### src/rtl/prog_updown_counter_mc_if.sv
// Register bus for the multi-channel up/down counter: active-low chip select and
// read/write strobes, {channel, reg} address, write data and registered read data.
interface prog_updown_counter_mc_if #(
  parameter int WIDTH   = 8,
  parameter int CH_BITS = 1
);
  logic               ncs;
  logic               nwr;
  logic               nrd;
  logic [CH_BITS+1:0] addr;
  logic [WIDTH-1:0]   din;
  logic [WIDTH-1:0]   dout;

  modport master (output ncs, nwr, nrd, addr, din, input dout);
  modport slave  (input ncs, nwr, nrd, addr, din, output dout);
endinterface

### src/rtl/prog_updown_counter_mc.sv
// Multi-channel programmable up/down counter. Each channel owns START/END/STEP/CTRL,
// a four-state FSM and a saturating counter; the top decodes the bus and muxes reads.
module prog_updown_counter_mc_ch #(
  parameter int WIDTH = 8
) (
  input  logic                  clk,
  input  logic                  reset,
  input  logic                  i_wr,
  input  logic [1:0]            i_rsel,
  input  logic [WIDTH-1:0]      i_wdata,
  input  logic                  i_start,
  output logic [WIDTH-1:0]      o_count,
  output logic                  o_ec,
  output logic                  o_err,
  output logic                  o_dir,
  output logic [3:0][WIDTH-1:0] o_regs
);
  typedef enum logic [1:0] {S_IDLE, S_RUN, S_DONE, S_ERR} state_t;

  state_t                r_state, w_nxt;
  logic [WIDTH-1:0]      r_start, r_end, r_step, r_count;
  logic [1:0]            r_ctrl;
  logic                  r_ec, r_err;
  logic [WIDTH-1:0]      w_cnt, w_up, w_dn;
  logic                  w_ec, w_err, w_bad, w_we;
  logic [WIDTH:0]        w_sum;
  logic signed [WIDTH:0] w_dif;

  // One extra bit on both paths so the clamp to END sees overflow/underflow
  assign w_sum = {1'b0, r_count} + {1'b0, r_step};
  assign w_dif = $signed({1'b0, r_count}) - $signed({1'b0, r_step});
  assign w_up  = (w_sum > {1'b0, r_end}) ? r_end : w_sum[WIDTH-1:0];
  assign w_dn  = (w_dif < $signed({1'b0, r_end})) ? r_end : w_dif[WIDTH-1:0];

  assign w_bad = (r_step == '0) || (r_ctrl[0] && (r_start > r_end)) ||
                 (!r_ctrl[0] && (r_start < r_end));
  assign w_we  = i_wr && (r_state != S_RUN);

  always_comb begin
    w_nxt = r_state;
    w_cnt = r_count;
    w_ec  = 1'b0;
    w_err = r_err;
    case (r_state)
      S_IDLE, S_DONE:
        if (i_start) begin
          if (w_bad) begin
            w_nxt = S_ERR;
            w_err = 1'b1;
          end else begin
            w_cnt = r_start;
            w_nxt = S_RUN;
          end
        end
      S_RUN:
        if (r_count == r_end) begin
          w_ec = 1'b1;
          if (r_ctrl[1]) w_cnt = r_start;
          else           w_nxt = S_DONE;
        end else begin
          w_cnt = r_ctrl[0] ? w_up : w_dn;
        end
      S_ERR:
        if (i_wr) begin
          w_nxt = S_IDLE;
          w_err = 1'b0;
        end
      default: w_nxt = S_IDLE;
    endcase
  end

  always_ff @(posedge clk or negedge reset) begin
    if (!reset) begin
      r_state <= S_IDLE;
      r_count <= '0;
      r_ec    <= 1'b0;
      r_err   <= 1'b0;
    end else begin
      r_state <= w_nxt;
      r_count <= w_cnt;
      r_ec    <= w_ec;
      r_err   <= w_err;
    end
  end

  always_ff @(posedge clk or negedge reset) begin
    if (!reset) begin
      r_start <= '0;
      r_end   <= '0;
      r_step  <= '0;
      r_ctrl  <= '0;
    end else if (w_we) begin
      case (i_rsel)
        2'd0:    r_start <= i_wdata;
        2'd1:    r_end   <= i_wdata;
        2'd2:    r_step  <= i_wdata;
        default: r_ctrl  <= i_wdata[1:0];
      endcase
    end
  end

  assign o_count = r_count;
  assign o_ec    = r_ec;
  assign o_err   = r_err;
  assign o_dir   = r_ctrl[0];
  assign o_regs  = {{{(WIDTH-2){1'b0}}, r_ctrl}, r_step, r_end, r_start};
endmodule

module prog_updown_counter_mc #(
  parameter int WIDTH   = 8,
  parameter int CH_BITS = 1,
  localparam int CH     = 2**CH_BITS
) (
  input  logic                   clk,
  input  logic                   reset,
  prog_updown_counter_mc_if.slave bus,
  input  logic [CH-1:0]          start,
  output logic [CH*WIDTH-1:0]    count,
  output logic [CH-1:0]          ec,
  output logic [CH-1:0]          err,
  output logic [CH-1:0]          dir
);
  logic [CH-1:0][WIDTH-1:0]      w_cnt;
  logic [CH-1:0][3:0][WIDTH-1:0] w_regs;
  logic [CH_BITS-1:0]            w_ch;
  logic [1:0]                    w_rsel;
  logic                          w_wr, w_rd;
  logic [WIDTH-1:0]              r_dout;

  assign w_ch   = bus.addr[CH_BITS+1:2];
  assign w_rsel = bus.addr[1:0];
  assign w_wr   = !bus.ncs && !bus.nwr;
  // A simultaneous write strobe wins; the read is dropped
  assign w_rd   = !bus.ncs && !bus.nrd && bus.nwr;

  for (genvar g = 0; g < CH; g++) begin : g_ch
    prog_updown_counter_mc_ch #(.WIDTH(WIDTH)) u_ch (
      .clk     (clk),
      .reset   (reset),
      .i_wr    (w_wr && (w_ch == CH_BITS'(g))),
      .i_rsel  (w_rsel),
      .i_wdata (bus.din),
      .i_start (start[g]),
      .o_count (w_cnt[g]),
      .o_ec    (ec[g]),
      .o_err   (err[g]),
      .o_dir   (dir[g]),
      .o_regs  (w_regs[g])
    );
  end

  always_ff @(posedge clk or negedge reset) begin
    if (!reset)    r_dout <= '0;
    else if (w_rd) r_dout <= w_regs[w_ch][w_rsel];
  end

  assign count    = w_cnt;
  assign bus.dout = r_dout;
endmodule

### src/flat_wrapper.sv
// flat-port wrapper written by rule: the top's interface ports become plain ports
module prog_updown_counter_mc_flat 
#(
  parameter int WIDTH   = 8,
  parameter int CH_BITS = 1,
  localparam int CH     = 2**CH_BITS
)
  (clk, reset, start, count, ec, err, dir, bus_ncs, bus_nwr, bus_nrd, bus_addr, bus_din, bus_dout);
  prog_updown_counter_mc_if #(.WIDTH(WIDTH), .CH_BITS(CH_BITS)) bus_i ();
  input  logic clk;
  input  logic reset;
  input  logic [CH-1:0] start;
  output logic [CH*WIDTH-1:0] count;
  output logic [CH-1:0] ec;
  output logic [CH-1:0] err;
  output logic [CH-1:0] dir;
  input wire logic [$bits(bus_i.ncs)-1:0] bus_ncs;
  input wire logic [$bits(bus_i.nwr)-1:0] bus_nwr;
  input wire logic [$bits(bus_i.nrd)-1:0] bus_nrd;
  input wire logic [$bits(bus_i.addr)-1:0] bus_addr;
  input wire logic [$bits(bus_i.din)-1:0] bus_din;
  output wire logic [$bits(bus_i.dout)-1:0] bus_dout;
  assign bus_i.ncs = bus_ncs;
  assign bus_i.nwr = bus_nwr;
  assign bus_i.nrd = bus_nrd;
  assign bus_i.addr = bus_addr;
  assign bus_i.din = bus_din;
  assign bus_dout = bus_i.dout;
  prog_updown_counter_mc #(.WIDTH(WIDTH), .CH_BITS(CH_BITS)) u_core (.clk(clk), .reset(reset), .bus(bus_i), .start(start), .count(count), .ec(ec), .err(err), .dir(dir));
endmodule
### config.mk
export PLATFORM = sky130hd
export DESIGN_NAME = prog_updown_counter_mc_flat
export DESIGN_NICKNAME = d
export VERILOG_FILES = /design/src/rtl/prog_updown_counter_mc_if.sv /design/src/rtl/prog_updown_counter_mc.sv /design/src/flat_wrapper.sv
export SDC_FILE = /design/constraint.sdc
export NUM_CORES = 1
export LEC_CHECK = 0
export ABC_CLOCK_PERIOD_IN_PS = 4200
export CAP_MARGIN = 25
export CORE_UTILIZATION = 61
export CTS_CLUSTER_SIZE = 28
export DETAILED_ROUTE_END_ITERATION = 7
export PLACE_DENSITY = 0.82
export SLEW_MARGIN = 0
export SYNTH_ARGS = -nofsm -noshare
export SYNTH_HDL_FRONTEND = slang
export SYNTH_SLANG_ARGS = --single-unit
### constraint.sdc
create_clock -name clk -period 4.2 [get_ports clk]
set_input_delay 0.84 -clock clk [delete_from_list [all_inputs] [get_ports clk]]
set_output_delay 0.84 -clock clk [all_outputs]
set_load 0.02 [all_outputs]
# Yosys cells after proc, flatten, opt, wreduce, memory -nomap -nowiden
# Index checks and enable logic that the tools add are counted.
# totals
reg_bits	84
inputBits	18
output_inout_bits	30
# op_classes
add_sub_neg	4
n_lt_le_gt_ge	10
n_eq_ne	26
muxes	44
bitwise_logic	2
reduce_logical	46
# op_table
operator	count
$mux 8	15
$mux 32	1
$pmux 8 s2	2
$mux 26	1
$ne 2x2->1 const B	12
$reduce_and 4->1	6
$mux 2	10
$add 8x8->9	2
$gt 9x8->1	2
$lt 9x9->1	2
$sub 8x8->9	2
$bmux 8 s2	1
$eq 8x8->1	2
$gt 8x8->1	2
$logic_not 8->1	2
$lt 8x8->1	2
$reduce_and 2->1	8
$pmux 2 s3	2
$logic_and 1x1->1	11
$eq 2x2->1 const B	5
$mux 1	10
$reduce_bool 2->1	4
$eq 2x1->1 const B	3
$logic_not 2->1	3
other kinds (10)	22

# Logic depth before layout (Yosys ltp)
# logic_depth
ltp_word	7
depth_mapped	17

# Cells and area by module
# From an unflattened synthesis, not the netlist that was laid out.
# hier_totals
cells_unflattened	762
area_unflattened_um2	7343.3
# modules_own_cells
module	n_inst	cells_per_inst	area_each_um2
prog_updown_counter_mc_ch (u_core.g_ch[0].u_ch)	1	332	3239.4
prog_updown_counter_mc_ch (u_core.g_ch[1].u_ch)	1	343	3219.3
prog_updown_counter_mc	1	87	884.6

# Worst setup path after synthesis
# No wires, ideal clock.
# synth_path
path_kind	reg-to-reg
from	register u_core.g_ch[0].u_ch.r_count[0]
to	register u_core.g_ch[0].u_ch.r_count[3]
setup_time_ps	146
arrival_time_ps	3588
t_required_ps	4054
setup_slack_ps	466
stages_incl_launch_ff	15
path_buffers	0
path_cell_list	dfrtp_1 -> ha_1 -> fa_1 -> nand2b_1 -> a221oi_2 -> or4_1 -> nand3_1 -> ha_1 -> a21o_1 -> a211oi_1 -> and4b_1 -> o211ai_2 -> and2_1 -> a221oi_1 -> o221ai_1
# synth_between
elab_chain_len	6
elab_cells_between_ends	12
classes_between	add/sub (2); order compare (2); eq/ne (2); mux (5); reduce/logical (1)
# synth_lines
item	line	rtl
start: declaration	prog_updown_counter_mc.sv:21	logic [WIDTH-1:0] r_start, r_end, r_step, r_count;
start signal: assignment	prog_updown_counter_mc.sv:80	r_count <= w_cnt;
$sub 8x8->9 / $add 8x8->9 (equally long branches)	prog_updown_counter_mc.sv:31, prog_updown_counter_mc.sv:30	
$lt 9x9->1 / $gt 9x8->1 (equally long branches)	prog_updown_counter_mc.sv:33, prog_updown_counter_mc.sv:32	
$mux 8 (on tied branches)	prog_updown_counter_mc.sv:33, prog_updown_counter_mc.sv:32	
$mux 8	prog_updown_counter_mc.sv:61	w_cnt = r_ctrl[0] ? w_up : w_dn;
$mux 8	prog_updown_counter_mc.sv:56	if (r_count == r_end) begin
$pmux 8 s2	prog_updown_counter_mc.sv:44	case (r_state)
# Parallel ways exist; a longest one is shown, timed or not.
# A chain may end at the register's enable or synchronous reset.

# Final worst setup path
# layout_path
from	register u_core.g_ch[0].u_ch.r_step[1]
to	register u_core.g_ch[0].u_ch.r_count[5]
# layout_between
elab_chain_len	6
elab_cells_between_ends	14
classes_between	add/sub (2); order compare (2); eq/ne (1); mux (5); reduce/logical (4)
# layout_lines
item	line	rtl
start: declaration	prog_updown_counter_mc.sv:21	
start signal: assignment	prog_updown_counter_mc.sv:96	2'd2: r_step <= i_wdata;
$sub 8x8->9 / $add 8x8->9 (equally long branches)	prog_updown_counter_mc.sv:31, prog_updown_counter_mc.sv:30	
$lt 9x9->1 / $gt 9x8->1 (equally long branches)	prog_updown_counter_mc.sv:33, prog_updown_counter_mc.sv:32	
$mux 8 (on tied branches)	prog_updown_counter_mc.sv:33, prog_updown_counter_mc.sv:32	
$mux 8	prog_updown_counter_mc.sv:61	
$mux 8	prog_updown_counter_mc.sv:56	
$pmux 8 s2	prog_updown_counter_mc.sv:44	
# Parallel ways exist; a longest one is shown, timed or not.

==> results <==
- Entering global routing, the biggest net connects 85 pins.
- The final clock period utilization by the worst path is between 90% and 100%.
- The worst pin sits at a relative slew slack of between 40% and 50%.
- The final standard cell count with taps included and fillers excluded is around 950.
- Setup repair after global routing left no endpoint under its margin.
- The routed via count divided by cell count is slightly below 7.
- The effective utilization at floorplan is a little under two thirds.
- The pre-antenna-repair detailed-routing pass consisted of 6 iterations.
- Along the worst path, the maximum fanout reaches 5.
- After routing, the total negative slack on setup checks comes to 0 ns.
- The total clock sinks is between 80 and 90.
- The number of buffers created by CTS is 9.
- Hold repair after CTS inserted 0 buffers.
- The floorplan has 38 rows.
- The number of DRC violations after detailed routing is 0.
- The initial antenna violation count is 0.
- Max-cap violations in this run came to 0.
- The placed cell count is 928.
- The number of nets in the finished design is 901.
- Across every metal layer, demand over resource in global routing totals between 30 and 40%.
- The final number of hold-violating endpoints is 0.
- TritonCTS built the clock tree.
- The clock arrives with 0.00846 ns of skew.
- The CTS H-tree depth is 3.
- The cell area after synthesis is 7060 um^2.
- Across all layers, the routed design uses 6440 vias.
- The via count of the first global-routing pass is 5897.
- The worst path required time is 4.42 ns.
- The filler cells instantiated in the layout total 853.
- The critical path is of the flop to flop type.
- The width of the chip is 110 um.
- The count of antenna-violating nets left after detailed routing is 0.
- The sequential element share of the synthesized area is 29.8%.
- The end of the worst register-to-register path is u_core.g_ch[0].u_ch.o_count[5].
- Clock-pin slew was measured on the worst setup and hold paths at 0.06 ns.
- The finished cells cover between 7000 and 8000 um^2.
- The total count of max-transition violations in the final report was 0.
- The run finished with clean final reports.
- The I/O pin total is 48.
- The final-report setup violation count is 0.
- Counting along the longest clock path gives a buffer depth of 2.
- STA puts the critical path data arrival time at 4.16 ns.
- The tightest min-delay check is of the primary input to asynchronous set/reset pin type.
- The total area of multi-input combinational cells is 4580 um^2.
- The worst reg2reg path startpoint is u_core.g_ch[0].u_ch.r_step[1].
- In this run the post-CTS setup repair buffer count came out at 0.
- Sorting the synthesized cells by area gives the leading types as sky130_fd_sc_hd__dfrtp_1 30%, sky130_fd_sc_hd__ha_1 14%, sky130_fd_sc_hd__mux2_2 7.0%.
- In this run the register-to-register setup slack is 0.26 ns.
- The last weighted congestion value of the routability-driven placer is 0.990.
- The cell taking the most area after synthesis is sky130_fd_sc_hd__dfrtp_1.
- The maximum clock rate is 0.254 GHz.
- Leaving out fill and tap cells, the most frequent cells in the layout are 84 x sky130_fd_sc_hd__dfrtp_1, 78 x sky130_fd_sc_hd__ha_1, 62 x sky130_fd_sc_hd__inv_1, 55 x sky130_fd_sc_hd__nor2_1, 54 x sky130_fd_sc_hd__nand2_1.
- The first global-routing pass estimated 31.9 mm of wire.
- The number of instances in the synthesized netlist is roughly 770.
- At the pin with the least slew margin, the transition time is around 0.76 ns.
- The element type at the critical path start is a flop.
- Summed over all layers, the routed wires come to approximately 21 mm.
- The region available for standard cell placement spans approximately 11000 um^2.
- The number of nets in the synthesized netlist is approximately 870.
- The die covers 12000 um^2.
- The count of state elements after synthesis is 84.
- 0 antenna diodes ended up in the layout.
- The most common library cell in the layout ignoring fill and taps is sky130_fd_sc_hd__dfrtp_1.
- The total area of sequential cells is roughly 2100 um^2.
- Dividing the synthesized area by the synthesized cell count gives 9.21 um^2.
- The number of distinct standard cells referenced by the synthesized netlist is 70.
- After the first detailed-routing iteration, the DRC count stood at roughly 780.
- The post-synthesis async set-or-reset flop share is 100%.
- The clock latency on the worst-skew pair is 0.34 ns.
- The area after detailed placement is 7600 um^2.
- The depth of the most critical reg-to-reg path is 15.
- The overflow left after global routing is 0.
- The fraction of post-synthesis cell area in the top cell type by area is 29.8%.
- The count of warnings emitted by yosys is 0.
- The element type at the critical path end is a flop.
- The total of buffers placed on input and output ports is 47.
- The die is 110 um tall.
- In the final routed layout, each cell accounts on average for 22.2 um.
- The area added between synthesis and finish is 12.6%.
- The leading register cell type out of synthesis is sky130_fd_sc_hd__dfrtp_1.
- CTS placed an instance of sky130_fd_sc_hd__clkbuf_16 at the clock tree root.
- The clock period could shrink to ~3.9 ns.
- Gates resized during post-CTS repair numbered 0.
- The post-route netlist has between 10% and 20% of its cells at a drive strength greater than 1.
- The half-perimeter wire length after placement is 16.3 mm.
- The number of flops mapped to enable cells by yosys is 0.
[metal layers]
layer  vias up  GRT usage, %  routed length, um
met4         0          7.90                384
met3        46          10.4               2120
li1       2878             -                  -
met5         -             0                  0
met1      3166          51.9               9270
met2       350          53.7               9230
[final cells by class]
| class | count | area share (%) |
|---|---|---|
| Multi-Input combinational cell | 587 | 57.6 |
| Sequential cell | 84 | 26.4 |
| Inverter | 62 | 2.93 |
| Timing Repair Buffer | 57 | 7.08 |
| Clock buffer | 11 | 3.18 |
| Tap cell | 140 | 2.20 |
| Clock inverter | 5 | 0.551 |
[metrics by stage]
stage / hold WS, ns / util, % / setup slack [ns]
global placement: 0.506 / 68.6 / 0.326
global route: 0.327 / 71.8 / 0.0205
finish: 0.330 / 71.8 / 0.259
floorplan: 0.499 / - / 0.466
detailed placement: 0.523 / 68.6 / 0.228
CTS: 0.536 / 71.3 / 0.203
[worst max-delay path, cell delays in order (launching register included)]
cell and delay (ns):
sky130_fd_sc_hd__dfrtp_1 0.44, sky130_fd_sc_hd__inv_1 0.13, sky130_fd_sc_hd__ha_1 0.31, sky130_fd_sc_hd__nor2b_1 0.14, sky130_fd_sc_hd__o31a_1 0.28, sky130_fd_sc_hd__o31ai_1 0.30, sky130_fd_sc_hd__a21boi_0 0.25, sky130_fd_sc_hd__buf_4 0.17
sky130_fd_sc_hd__ha_1 0.18, sky130_fd_sc_hd__and4_1 0.19, sky130_fd_sc_hd__o21ai_0 0.20, sky130_fd_sc_hd__a31oi_1 0.39, sky130_fd_sc_hd__nand2_1 0.23, sky130_fd_sc_hd__mux2_1 0.37, sky130_fd_sc_hd__o221ai_1 0.17, sky130_fd_sc_hd__o21ai_1 0.08
[kinds of logic after synthesis]
family	share of synthesized area [%]
fa+ha+maj	15.0
compound gates	19.2
buf+inv	5.51
xor+xnor	3.97
simple gates	14.1
mux	12.4
flops	29.8
[registers in the layout, summed over array words and instances (netlist names)]
register,flops
u_core.g_ch.u_ch.r_state,4
u_core.g_ch.u_ch.r_start,16
u_core.g_ch.u_ch.o_ec,2
u_core.g_ch.u_ch.r_step,16
u_core.bus.dout,8
u_core.g_ch.u_ch.r_end,16
u_core.g_ch.u_ch.r_ctrl,4
u_core.g_ch.u_ch.o_err,2
u_core.g_ch.u_ch.o_count,16
[cell usage after synthesis (13+ instances only)]
| cell | count |
|---|---|
| sky130_fd_sc_hd__xnor2_1 | 17 |
| sky130_fd_sc_hd__nand2_1 | 54 |
| sky130_fd_sc_hd__nand2b_1 | 13 |
| sky130_fd_sc_hd__nor2_1 | 56 |
| sky130_fd_sc_hd__clkbuf_1 | 23 |
| sky130_fd_sc_hd__dfrtp_1 | 84 |
| sky130_fd_sc_hd__o21ai_0 | 29 |
| sky130_fd_sc_hd__inv_1 | 62 |
| sky130_fd_sc_hd__nand3_1 | 20 |
| sky130_fd_sc_hd__ha_1 | 78 |
| sky130_fd_sc_hd__mux2_2 | 44 |
| sky130_fd_sc_hd__a21oi_1 | 41 |
| sky130_fd_sc_hd__xor2_1 | 15 |
[worst max-delay path by stage]
stage / cells after the start / startpoint / slack [ns] / endpoint
detailed placement: 14 / u_core.g_ch[0].u_ch.o_count[0] / 0.23 / u_core.g_ch[0].u_ch.o_count[3]
global placement: 14 / u_core.g_ch[0].u_ch.r_step[1] / 0.33 / u_core.g_ch[0].u_ch.o_count[3]
finish: 15 / u_core.g_ch[0].u_ch.r_step[1] / 0.26 / u_core.g_ch[0].u_ch.o_count[5]
floorplan: 14 / u_core.g_ch[0].u_ch.o_count[0] / 0.47 / u_core.g_ch[0].u_ch.o_count[3]
CTS: 14 / u_core.g_ch[0].u_ch.o_count[0] / 0.20 / u_core.g_ch[0].u_ch.o_count[3]
global route: 15 / u_core.g_ch[0].u_ch.r_step[1] / 0.02 / u_core.g_ch[0].u_ch.o_count[5]
Power is left out: the tool's default activity adds up to more than one toggle a clock period on the data nets, which glitch-free logic cannot reach.
